## src/rtl/manchester_frame_encoder.sv

```systemverilog
// Manchester line encoder: valid/ready word input, optional preamble, serialised
// Manchester data with back-to-back frame chaining and a fixed idle gap per frame.
module manchester_frame_encoder #(
    parameter int DATA_W        = 8,
    parameter int HALF_BIT_DIV  = 4,
    parameter int PREAMBLE_BITS = 8,
    parameter int GAP_BITS      = 2,
    parameter bit POLARITY      = 1'b0,
    parameter bit MSB_FIRST     = 1'b1,
    parameter bit IDLE_LEVEL    = 1'b0
) (
    input  logic              clk,
    input  logic              rst_n,
    input  logic [DATA_W-1:0] s_data,
    input  logic              s_valid,
    output logic              s_ready,
    output logic              dout,
    output logic              dout_en,
    output logic              busy,
    output logic              frame_done
);

    localparam int DIV_W   = (HALF_BIT_DIV > 1) ? $clog2(HALF_BIT_DIV) : 1;
    localparam int MAX_DP  = (DATA_W > PREAMBLE_BITS) ? DATA_W : PREAMBLE_BITS;
    localparam int BIT_MAX = (MAX_DP > GAP_BITS) ? MAX_DP : GAP_BITS;
    localparam int BIT_W   = (BIT_MAX > 1) ? $clog2(BIT_MAX) : 1;

    localparam logic [DIV_W-1:0] DIV_LAST  = DIV_W'(HALF_BIT_DIV - 1);
    localparam logic [BIT_W-1:0] DATA_LAST = BIT_W'(DATA_W - 1);
    localparam logic [BIT_W-1:0] PRE_LAST  = BIT_W'((PREAMBLE_BITS > 0) ? PREAMBLE_BITS - 1 : 0);
    localparam logic [BIT_W-1:0] GAP_LAST  = BIT_W'(GAP_BITS - 1);

    typedef enum logic [1:0] {
        ST_IDLE,
        ST_PREAMBLE,
        ST_DATA,
        ST_GAP
    } state_t;

    state_t            state_q, state_d;
    logic [DIV_W-1:0]  div_cnt_q, div_cnt_d;
    logic              half_q, half_d;
    logic [BIT_W-1:0]  bit_cnt_q, bit_cnt_d;
    logic [DATA_W-1:0] shift_q, shift_d;
    logic              init_q, init_d;
    logic              dout_q, dout_d;
    logic              dout_en_q, dout_en_d;

    logic strobe;
    logic last_half;
    logic data_window;
    logic handshake;
    logic cur_bit;

    function automatic logic encode(input logic b, input logic h);
        if (POLARITY)
            return h ? ~b : b;
        else
            return h ? b : ~b;
    endfunction

    assign strobe      = (div_cnt_q == DIV_LAST);
    assign last_half   = strobe && half_q;
    assign data_window = (state_q == ST_DATA) && last_half && (bit_cnt_q == DATA_LAST);
    assign s_ready     = ((state_q == ST_IDLE) && init_q) || data_window;
    assign handshake   = s_valid && s_ready;
    assign busy        = (state_q != ST_IDLE);
    assign frame_done  = (state_q == ST_GAP) && last_half && (bit_cnt_q == GAP_LAST);
    assign dout        = dout_q;
    assign dout_en     = dout_en_q;

    // Counters and state describe the half-bit that dout_q will carry next cycle,
    // so the line register is computed from the next-state values.
    always_comb begin
        state_d   = state_q;
        div_cnt_d = strobe ? '0 : div_cnt_q + 1'b1;
        half_d    = strobe ? ~half_q : half_q;
        bit_cnt_d = bit_cnt_q;
        shift_d   = shift_q;
        init_d    = 1'b1;
        cur_bit   = 1'b0;
        dout_d    = IDLE_LEVEL;
        dout_en_d = 1'b0;

        case (state_q)
            ST_IDLE: begin
                div_cnt_d = '0;
                half_d    = 1'b0;
                bit_cnt_d = '0;
                if (handshake) begin
                    shift_d = s_data;
                    state_d = (PREAMBLE_BITS > 0) ? ST_PREAMBLE : ST_DATA;
                end
            end
            ST_PREAMBLE: begin
                if (last_half) begin
                    if (bit_cnt_q == PRE_LAST) begin
                        bit_cnt_d = '0;
                        state_d   = ST_DATA;
                    end else begin
                        bit_cnt_d = bit_cnt_q + 1'b1;
                    end
                end
            end
            ST_DATA: begin
                if (last_half) begin
                    shift_d = MSB_FIRST ? (shift_q << 1) : (shift_q >> 1);
                    if (bit_cnt_q == DATA_LAST) begin
                        bit_cnt_d = '0;
                        if (handshake)
                            shift_d = s_data;
                        else
                            state_d = ST_GAP;
                    end else begin
                        bit_cnt_d = bit_cnt_q + 1'b1;
                    end
                end
            end
            ST_GAP: begin
                if (last_half) begin
                    if (bit_cnt_q == GAP_LAST) begin
                        bit_cnt_d = '0;
                        state_d   = ST_IDLE;
                    end else begin
                        bit_cnt_d = bit_cnt_q + 1'b1;
                    end
                end
            end
            default: state_d = ST_IDLE;
        endcase

        cur_bit = MSB_FIRST ? shift_d[DATA_W-1] : shift_d[0];

        case (state_d)
            ST_PREAMBLE: begin
                dout_d    = encode(1'b1, half_d);
                dout_en_d = 1'b1;
            end
            ST_DATA: begin
                dout_d    = encode(cur_bit, half_d);
                dout_en_d = 1'b1;
            end
            default: begin
                dout_d    = IDLE_LEVEL;
                dout_en_d = 1'b0;
            end
        endcase
    end

    always_ff @(posedge clk or negedge rst_n) begin
        if (!rst_n) begin
            state_q   <= ST_IDLE;
            div_cnt_q <= '0;
            half_q    <= 1'b0;
            bit_cnt_q <= '0;
            shift_q   <= '0;
            init_q    <= 1'b0;
            dout_q    <= IDLE_LEVEL;
            dout_en_q <= 1'b0;
        end else begin
            state_q   <= state_d;
            div_cnt_q <= div_cnt_d;
            half_q    <= half_d;
            bit_cnt_q <= bit_cnt_d;
            shift_q   <= shift_d;
            init_q    <= init_d;
            dout_q    <= dout_d;
            dout_en_q <= dout_en_d;
        end
    end

endmodule

```

## config.mk

```make
export PLATFORM = sky130hd
export DESIGN_NAME = manchester_frame_encoder
export DESIGN_NICKNAME = d
export VERILOG_FILES = /design/src/rtl/manchester_frame_encoder.sv
export SDC_FILE = /design/constraint.sdc
export NUM_CORES = 1
export LEC_CHECK = 0
export ABC_CLOCK_PERIOD_IN_PS = 4800
export BUFFER_PORTS_ARGS = -buffer_cell sky130_fd_sc_hd__buf_4
export CAP_MARGIN = 20
export CELL_PAD_IN_SITES_DETAIL_PLACEMENT = 0
export CELL_PAD_IN_SITES_GLOBAL_PLACEMENT = 1
export CORE_MARGIN = 5
export CORE_UTILIZATION = 46
export CTS_CLUSTER_DIAMETER = 120
export CTS_CLUSTER_SIZE = 25
export DETAILED_ROUTE_END_ITERATION = 10
export HOLD_SLACK_MARGIN = 0.1
export PLACE_DENSITY_LB_ADDON = 0.12
export SLEW_MARGIN = 20
export SYNTH_ARGS = -nofsm -noshare
export SYNTH_HDL_FRONTEND = slang
export SYNTH_SLANG_ARGS = --single-unit
```

## constraint.sdc

```tcl
create_clock -name clk -period 4.8 [get_ports clk]
set_input_delay 0.48 -clock clk [delete_from_list [all_inputs] [get_ports clk]]
set_output_delay 0.48 -clock clk [all_outputs]
set_load 0.01 [all_outputs]
```

==> results.py <==
metrics = {
    "run_status": {
        "status": "finished, final reports clean",
    },
    "sta": {
        "fin_crit_ps": 2570,
        "hold_viol": 0,
        "holdWs_ps": 448,
        "finalCritPeriodShare_pct": 53.5,
        "fin_ws_ps": 2230,
        "max-slew-margin-rel_pct": 36.0,
        "setup_viol": 0,
        "fin_worst_skew_ps": 6.58,
        "final-max-slew-violation-count": 0,
        "fmax_mhz": 390,
        "rsz0062_at_grt": "no",
        "max_slew.worst_pin.slew_ps": 960,
        "fin_setup_tns_ps": 0,
    },
    "worst_setup_path": {
        "r2r-start": "state_q[1]",
        "critPathArrivalTime_ps": 2790,
        "timing.rr.end": "dout",
        "worstPathRequired_ps": 5030,
        "cp-end-kind": "flip-flop",
        "critPathLaunchType": "flip-flop",
        "crit_type": "reg2reg",
        "r2r_cells": 12,
        "cp_max_fo": 9,
        "rrSetupSlack_ps": 2230,
    },
    "worst_hold_path": {
        "hold_class": "reg2reg",
        "holdPathStages": 1,
        "min_from": "div_cnt_q[0]",
        "holdPathEnd": "div_cnt_q[0]",
    },
    "grt": {
        "grt_start_max_net_pins": 20,
        "antenna_found_initial": 0,
        "grt_pass1_vias": 828,
        "globalRouteOverflowTotal": 0,
        "grt_pass1_wl_um": 3660,
        "track_usage_pct": 13.7,
    },
    "synth": {
        "synth_cells": 122,
        "ys_seq_elements": 19,
        "syn_area_mm2": 0.00115,
        "yosysWarnings": 0,
        "syn_nets": 147,
        "yosysSeqAreaShare_pct": 41.3,
        "syn_area_per_cell_um2": 9.44,
        "synth.distinct_cells": 31,
    },
    "cts": {
        "path_clk_slew_ps": 110,
        "cts_setup_buffers": 0,
        "numCtsBuffers": 3,
        "h-tree-depth": 1,
        "cts.sinks": 19,
        "cts_root_buffer": "clkbuf_4",
        "cts.path.max_buffers": 2,
        "cts_tree": "yes",
        "clock_latency_ps": 290,
    },
    "floorplan": {
        "start_util_pct": 47.3,
        "num_rows": 18,
        "ios": 16,
        "die_h_um": 60.0,
        "die-area_mm2": 0.00360,
        "die_w_um": 60.0,
        "core_mm2": 0.00243,
    },
    "job": {
        "maxCapViolations": 0,
    },
    "cells_and_area": {
        "n_fill_cell": 235,
        "drive_gt1_share_pct": 17.3,
        "synthToLayoutAreaGrowth_pct": 13.8,
        "design_area_mm2": 0.00131,
        "fin_cells": 169,
        "diodes": 0,
        "nets": 165,
        "fin_util_pct": 53.9,
    },
    "power_and_ir_drop": {
        "ir_drop_mv": 0.311,
        "leakage_nw": 0.618,
        "total_power_uw": 694,
        "pwr-share-comb_pct": 51.7,
        "switching_power_uw": 294,
        "internal_power_uw": 399,
        "p_seq_share_pct": 36.6,
        "pwr-share-clk_pct": 11.7,
        "powerDensity_mw_per_mm2": 529,
        "swShare_pct": 42.4,
    },
    "placement": {
        "gp_congestion": 0.763,
        "dp_slack_ps": 2250,
        "placedCellCount": 164,
        "hpwlAfterDp_um": 1710,
        "port-buffer-count": 15,
        "placed_area_mm2": 0.00127,
    },
    "detailed_routing": {
        "drt_wl_total_um": 2260,
        "drc_errors": 0,
        "via_per_inst": 5.28,
        "wl_per_cell_um": 13.4,
        "vias": 892,
        "ant_nets": 0,
        "firstDrtPassIters": 4,
        "drtIter0Drc": 38,
    },
}
==> critical path: stages (launching register included) <==
cell	delay [ps]
dfrtp_1	430
inv_1	150
ha_1	370
nand2_1	140
nand2_2	100
and2_4	200
o21ai_0	120
o21a_1	160
ha_1	270
inv_1	100
nand2_1	60
a2111o_1	350
o211ai_2	60
==> cell families after synthesis <==
kind of cell	synth area share, %
other	0.326
muxes	1.85
buffers and inverters	5.98
and+or+nand+nor	13.7
DFF	41.3
adders and majority gates	15.2
AOI/OAI and AO/OA	21.6
==> layer usage <==
metal | GRT usage (%) | up-vias | share of wire, %
li1 | - | 465 | -
met1 | 18.7 | 407 | 49
met2 | 21.0 | 18 | 45
met3 | 3.24 | 2 | 4.9
met4 | 4.75 | 0 | 0.66
met5 | 0 | - | 0
==> power groups by stage <==
| stage | clock [mW] | combinational, mW | sequential (mW) |
|---|---|---|---|
| after floorplan | 0 | 0.267 | 0.251 |
| after global placement | 0 | 0.352 | 0.256 |
| after detailed placement | 0 | 0.359 | 0.257 |
| after CTS | 0.0839 | 0.360 | 0.254 |
| after global routing | 0.0917 | 0.411 | 0.260 |
| final | 0.0812 | 0.359 | 0.254 |
==> worst max-delay path by stage <==
stage | from | slack [ps] | to
after floorplan | div_cnt_q[0] | 2310 | dout
after global placement | state_q[0] | 2320 | dout
after detailed placement | bit_cnt_q[0] | 2250 | dout
after CTS | state_q[1] | 2240 | dout
after global routing | div_cnt_q[0] | 2020 | dout
final | state_q[1] | 2230 | dout
==> repair_timing <==
item / CTS / global route
hold endpoints to repair: 19 / 0
endpoints found under the setup margin: 0 / 0
hold buffers: 1 / 0
gates resized for setup: 0 / 0
==> synthesized netlist by cell type <==
cell type / n / area (um2)
nand2_2: 1 / 6.26
o22ai_1: 1 / 6.26
o211ai_2: 1 / 12.5
conb_1: 1 / 3.75
nor3_1: 3 / 15.0
nand3_1: 4 / 20.0
nand2_1: 13 / 48.8
a21o_1: 1 / 7.51
nand3_2: 1 / 10.0
a2111o_1: 1 / 11.3
a22oi_1: 6 / 45.0
mux2i_1: 1 / 10.0
o21ai_0: 12 / 60.1
nor2_1: 3 / 11.3
ha_1: 14 / 175
buf_2: 1 / 5.00
o31ai_1: 1 / 7.51
a21oi_1: 11 / 55.1
buf_6: 2 / 22.5
o211ai_1: 1 / 7.51
dfrtp_1: 19 / 475
o21a_1: 2 / 15.0
mux2_2: 1 / 11.3
nor4_1: 1 / 6.26
o31a_1: 1 / 8.76
and2_4: 1 / 8.76
a31oi_1: 2 / 12.5
or3_1: 1 / 6.26
nor2b_1: 4 / 25.0
inv_2: 1 / 3.75
inv_1: 10 / 37.5
==> state kept, by name, summed over array words and instances, names as in the netlist <==
signal	flops
bit_cnt_q	3
shift_q	8
half_q	1
init_q	1
dout_en	1
dout	1
state_q	2
div_cnt_q	2
==> cell usage in the layout, fill, tap and decap left out, types with 2 or more instances in the layout <==
| cell type | netlist | layout |
|---|---|---|
| a31oi_1 | 2 | 2 |
| inv_1 | 10 | 10 |
| a21oi_1 | 11 | 11 |
| ha_1 | 14 | 14 |
| o21a_1 | 2 | 2 |
| a22oi_1 | 6 | 6 |
| clkbuf_4 | 0 | 3 |
| nand3_1 | 4 | 4 |
| nor3_1 | 3 | 3 |
| buf_4 | 0 | 15 |
| nor2b_1 | 4 | 4 |
| nor2_1 | 3 | 3 |
| dfrtp_1 | 19 | 19 |
| o21ai_0 | 12 | 12 |
| nand2_1 | 13 | 13 |
==> final cells by class <==
type | instances | area (um2) | share of cell area, %
Clock buffer | 4 | 26.3 | 2.01
Inverter | 11 | 41.3 | 3.15
Multi-Input combinational cell | 89 | 607 | 46.3
Sequential cell | 19 | 475 | 36.3
Tap cell | 30 | 37.5 | 2.87
Timing Repair Buffer | 16 | 123 | 9.36
Note: power is estimated with default switching activity, not from simulation.
